==> config.mk <==
export PLATFORM = sky130hd
export DESIGN_NAME = veerwolf_board_io
export DESIGN_NICKNAME = d
export VERILOG_FILES = /design/src/rtl/veerwolf_board_io.sv
export SDC_FILE = /design/constraint.sdc
export NUM_CORES = 1
export LEC_CHECK = 0
export BUFFER_PORTS_ARGS = -buffer_cell sky130_fd_sc_hd__buf_4
export CORE_MARGIN = 3
export CORE_UTILIZATION = 50
export CTS_CLUSTER_SIZE = 14
export DETAILED_ROUTE_END_ITERATION = 8
export PLACE_DENSITY_LB_ADDON = 0.05
export REMOVE_ABC_BUFFERS = 1
export SLEW_MARGIN = 30
export SYNTH_ARGS = -nofsm -noshare
export SYNTH_HDL_FRONTEND = slang
export SYNTH_SLANG_ARGS = --single-unit
==> constraint.sdc <==
create_clock -name clk -period 6.4 [get_ports clk]
set_input_delay 0.64 -clock clk [delete_from_list [all_inputs] [get_ports clk]]
set_output_delay 0.64 -clock clk [all_outputs]
set_load 0.1 [all_outputs]
==> src/rtl/veerwolf_board_io.sv <==
// Board I/O conditioner: synchronised/debounced switches and buttons, registered LEDs,
// glitch-free UART TX source selection. Optional LED PWM dimming: VEERWOLF_LED_PWM_EN.
module veerwolf_board_io #(
  parameter int NUM_SW           = 4,
  parameter int NUM_BTN          = 4,
  parameter int NUM_LED          = 16,
  parameter int NUM_UART         = 2,
  parameter int SYNC_STAGES      = 2,
  parameter int DEBOUNCE_CYCLES  = 250000,
  parameter int UART_IDLE_CYCLES = 2170
) (
  input  logic                        clk,
  input  logic                        rst,
  input  logic [NUM_SW-1:0]           i_sw,
  input  logic [NUM_BTN-1:0]          i_btn,
  output logic [NUM_SW-1:0]           o_sw_db,
  output logic [NUM_BTN-1:0]          o_btn_db,
  output logic [NUM_BTN-1:0]          o_btn_press,
  input  logic [NUM_LED-1:0]          i_led,
  input  logic [7:0]                  i_led_duty,
  output logic [NUM_LED-1:0]          o_led,
  input  logic [NUM_UART-1:0]         i_uart_tx,
  input  logic [$clog2(NUM_UART)-1:0] i_uart_sel,
  output logic [$clog2(NUM_UART)-1:0] o_uart_sel,
  output logic                        o_uart_tx
);

  localparam int SEL_W  = $clog2(NUM_UART);
  localparam int NUM_IN = NUM_SW + NUM_BTN;
  localparam int CNT_W  = (DEBOUNCE_CYCLES > 0) ? $clog2(DEBOUNCE_CYCLES + 1) : 1;
  localparam int IDLE_W = (UART_IDLE_CYCLES > 1) ? $clog2(UART_IDLE_CYCLES + 1) : 1;

  logic [NUM_IN-1:0] pins;
  logic [NUM_IN-1:0] db_vec;

  assign pins = {i_btn, i_sw};

  generate
    for (genvar gi = 0; gi < NUM_IN; gi++) begin : g_in
      logic [SYNC_STAGES-1:0] sync_reg;
      logic                   db_reg;
      logic                   synced;

      assign synced     = sync_reg[SYNC_STAGES-1];
      assign db_vec[gi] = db_reg;

      always_ff @(posedge clk or posedge rst) begin
        if (rst) begin
          sync_reg <= '0;
        end else begin
          sync_reg <= {sync_reg[SYNC_STAGES-2:0], pins[gi]};
        end
      end

      if (DEBOUNCE_CYCLES == 0) begin : g_bypass
        always_ff @(posedge clk or posedge rst) begin
          if (rst) begin
            db_reg <= 1'b0;
          end else begin
            db_reg <= synced;
          end
        end
      end else begin : g_debounce
        logic [CNT_W-1:0] cnt_reg;

        // The output only moves after the synced level has differed for DEBOUNCE_CYCLES cycles.
        always_ff @(posedge clk or posedge rst) begin
          if (rst) begin
            db_reg  <= 1'b0;
            cnt_reg <= '0;
          end else if (synced == db_reg) begin
            cnt_reg <= '0;
          end else if (cnt_reg == CNT_W'(DEBOUNCE_CYCLES - 1)) begin
            db_reg  <= synced;
            cnt_reg <= '0;
          end else begin
            cnt_reg <= cnt_reg + 1'b1;
          end
        end
      end
    end
  endgenerate

  logic [NUM_BTN-1:0] btn_dly_reg;
  logic [NUM_BTN-1:0] press_reg;

  assign o_sw_db     = db_vec[NUM_SW-1:0];
  assign o_btn_db    = db_vec[NUM_IN-1:NUM_SW];
  assign o_btn_press = press_reg;

  always_ff @(posedge clk or posedge rst) begin
    if (rst) begin
      btn_dly_reg <= '0;
      press_reg   <= '0;
    end else begin
      btn_dly_reg <= o_btn_db;
      press_reg   <= o_btn_db & ~btn_dly_reg;
    end
  end

  logic [NUM_LED-1:0] led_s1_reg;
  logic [NUM_LED-1:0] led_s2_reg;

  always_ff @(posedge clk or posedge rst) begin
    if (rst) begin
      led_s1_reg <= '0;
      led_s2_reg <= '0;
    end else begin
      led_s1_reg <= i_led;
      led_s2_reg <= led_s1_reg;
    end
  end

`ifdef VEERWOLF_LED_PWM_EN
  logic [7:0] pwm_cnt_reg;

  always_ff @(posedge clk or posedge rst) begin
    if (rst) begin
      pwm_cnt_reg <= '0;
    end else begin
      pwm_cnt_reg <= pwm_cnt_reg + 8'd1;
    end
  end

  assign o_led = led_s2_reg & {NUM_LED{pwm_cnt_reg < i_led_duty}};
`else
  logic unused_duty;

  assign unused_duty = ^i_led_duty;
  assign o_led       = led_s2_reg;
`endif

  typedef enum logic {ACTIVE, DRAIN} uart_state_t;

  uart_state_t       state_reg;
  logic [SEL_W-1:0]  sel_reg;
  logic              tx_reg;
  logic [IDLE_W-1:0] idle_cnt_reg;
  logic              cur_tx;
  logic              req_valid;

  assign cur_tx     = i_uart_tx[sel_reg];
  assign req_valid  = (32'(i_uart_sel) < NUM_UART);
  assign o_uart_sel = sel_reg;
  assign o_uart_tx  = tx_reg;

  // The source only changes after the current line has been idle long enough to hold no character.
  always_ff @(posedge clk or posedge rst) begin
    if (rst) begin
      state_reg    <= ACTIVE;
      sel_reg      <= '0;
      tx_reg       <= 1'b1;
      idle_cnt_reg <= '0;
    end else begin
      tx_reg <= cur_tx;
      case (state_reg)
        ACTIVE: begin
          idle_cnt_reg <= '0;
          if (req_valid && (i_uart_sel != sel_reg)) begin
            state_reg <= DRAIN;
          end
        end
        DRAIN: begin
          if (!req_valid || (i_uart_sel == sel_reg)) begin
            state_reg    <= ACTIVE;
            idle_cnt_reg <= '0;
          end else if (!cur_tx) begin
            idle_cnt_reg <= '0;
          end else if (idle_cnt_reg == IDLE_W'(UART_IDLE_CYCLES - 1)) begin
            sel_reg      <= i_uart_sel;
            idle_cnt_reg <= '0;
            state_reg    <= ACTIVE;
          end else begin
            idle_cnt_reg <= idle_cnt_reg + 1'b1;
          end
        end
        default: begin
          state_reg <= ACTIVE;
        end
      endcase
    end
  end

endmodule

==> flow_summary.ini <==
[timing]
maxSlewHeadroom_pct = 37.4
tightest_slew_ns = 0.936
setup-violations-final = 0
finClkSkew_ns = 0.00710
fmax_ghz = 0.444
fin_crit_sh_pct = 35.2
final_hold_viol_count = 0
slew_violations = 0
rsz0062_at_grt = false
min_period_ns = 2.25
fin_setup_tns_ns = 0

[worst_setup_path]
required_ns = 6.75
cp-end-kind = register
rrSetupSlack_ns = 4.15
r2r_cells = 5
crit-reg2reg-launch = g_in[2].g_debounce.cnt_reg[0]
critPathLaunchType = register
critPathArrivalTime_ns = 2.60
setup.worst_path.start = g_in[2].g_debounce.cnt_reg[0]
worstSetupPathType = register to register
critPathMaxFanout = 18
r2r-end = g_in[2].g_debounce.cnt_reg[12]

[detailed_routing]
wl_per_cell_um = 14.4
dr.first_iter.drc_count = 251
top_layer = met4
num_vias = 6668
vias_per_cell = 5.34
met3_length_um = 668
wl_met2_mm = 8.72
ant_nets = 0
dr.pass1.iters = 4
drt-total-wl_mm = 18.0
drc = 0
met1_length_mm = 8.23

[die]
start_util_pct = 51.6
fp-row-count = 50
die_w_um = 146
fp.dieH_um = 146
dieArea_um2 = 21300
ios = 67
core_um2 = 19000

[synthesis]
synthTopCellsByArea = dfrtp_1 (57%), xnor2_1 (9.7%), nor2_1 (6.8%), nor4_1 (3.3%), nand3_1 (3.0%)
postSynthAreaPerCell_um2 = 10.8
yosysTopAreaCell = dfrtp_1
ys_seq_elements = 223
synth_top_area_share_pct = 56.8
ys_seq_area_share_pct = 57.1
syn_area_um2 = 9780
synthDistinctLibCells = 40
synth_cells = 904
synth-warning-count = 0

[clock_network]
cts_resized = 0
hold_buffers = 0
cts_sinks = 223
cts-buffers-inserted = 24
cts_root_buf = clkbuf_16
cts_tree = done
clk_pin_slew_ns = 0.06
clock_path_buffers = 3
cts_setup_buffers = 0
clk_latency_ns = 0.50
cts_max_level = 1

[grt]
antenna_found_initial = 0
grt_pass1_wl_mm = 31.5
gr-usage-all-layers_pct = 17.1
grt_pass1_vias = 6710
grt_max_degree = 156
overflow = 0

[final_layout]
postLayoutCoreUtil_pct = 59.6
drive_above_1_share_pct = 13.2
final_cells = 1249
final_common_cell = dfrtp_1
nNetsFinal = 1020
multiInputGateArea_um2 = 3940
fillCellCount = 1560
seq_area_um2 = 5580
num_antenna_cells = 0
largest_reg_flops = 144
final_cell_mix = dfrtp_1 (222), nor2_1 (177), xnor2_1 (108)
area_growth_pct = 15.4

[power]
power_density_nw_per_um2 = 266
p_leak_nw = 4.65
vdd_drop_max_uv = 218

[placed_design]
place.port_buffers = 58
post-dp-hpwl_mm = 12.1
globalplace.congestion = 0.841
dpl.cell_count = 1203

[run_status]
outcome = finished, final reports clean

[job]
drv_cap = 0

[worst_hold_path]
hp-class = input port to asynchronous set/reset pin
-- worst max-delay path: stages (launching register included) --
cell and delay, ns:
dfrtp_1 0.39, ha_1 0.21, nand3_1 0.27, or3_1 0.47, o21ai_2 0.61, nor2_1 0.15
-- where the power goes --
part / internal, mW / total [mW] / switching, mW
logic: 0.0377 / 0.139 / 0.101
registers: 1.44 / 1.46 / 0.0205
clock network: 0.876 / 1.41 / 0.534
total: 2.35 / 3.01 / 0.656
-- metal layers --
metal	vias up	GRT usage, %
met1	3275	23.3
met3	31	3.49
met2	112	28.0
met4	0	4.84
met5	-	0
li1	3250	-
-- how the worst max path moves through the flow --
stage                                           endpoint  slack (ns)
after floorplan                           btn_dly_reg[0]       -0.34
after global placement     g_in[2].g_debounce.cnt_reg[4]        3.98
after detailed placement   g_in[2].g_debounce.cnt_reg[2]        4.14
after CTS                 g_in[2].g_debounce.cnt_reg[12]        4.16
after global routing      g_in[2].g_debounce.cnt_reg[12]        3.98
final                     g_in[2].g_debounce.cnt_reg[12]        4.15
-- Yosys cell counts --
master and n:
nand4_1 40, or4b_1 4, or4_1 7, nand4b_1 1, ha_1 10, mux2_2 10
or3_1 10, nand2_1 29, dfstp_2 1, inv_1 37, or4bb_1 1, buf_6 1
buf_2 3, or2_2 3, nor3_1 32, o31ai_2 1, xor2_1 27, nand3_1 58
nand3b_1 3, buf_4 13, nor2_1 177, o21ai_2 1, o41ai_4 6, o21ai_0 8
nand4_4 1, dfrtp_1 222, and3_1 4, o41ai_1 2, nand4_2 1, o31ai_1 2
a21oi_1 12, nor2b_1 5, xnor2_1 108, o21a_1 1, nor4_1 52, nand3_2 2
and4_1 1, or4_4 1, clkbuf_1 3, nor4b_1 4
-- metrics by stage --
step	hold slack, ns	setup slack [ns]	power [mW]	cell area, um2
finish	0.220	4.15	3.01	11300
global placement	0.332	3.98	1.62	10400
detailed placement	0.339	4.14	1.63	10400
CTS	0.213	4.16	3.06	11300
floorplan	0.331	-0.344	1.58	9650
global route	0.213	3.98	3.13	11300
-- area by class of cell --
type                       count  area share (%)
timing repair buffer          63            4.22
clock buffer                  31            6.09
tap                          260            2.88
sequential                   223            49.4
multi-input combinational    624            34.9
clock inverter                11            1.20
inverter                      37            1.34
-- cells by family after synthesis --
family / count (synthesis) / share of synthesized area, %
and+or+nand+nor: 436 / 22.3
DFF: 223 / 57.1
xor gates and xnor gates: 135 / 12.1
buffers and inverters: 57 / 2.80
AOI/OAI and AO/OA: 33 / 3.34
muxes: 10 / 1.15
adders and majority gates: 10 / 1.28
(Power assumes the default switching activity.)
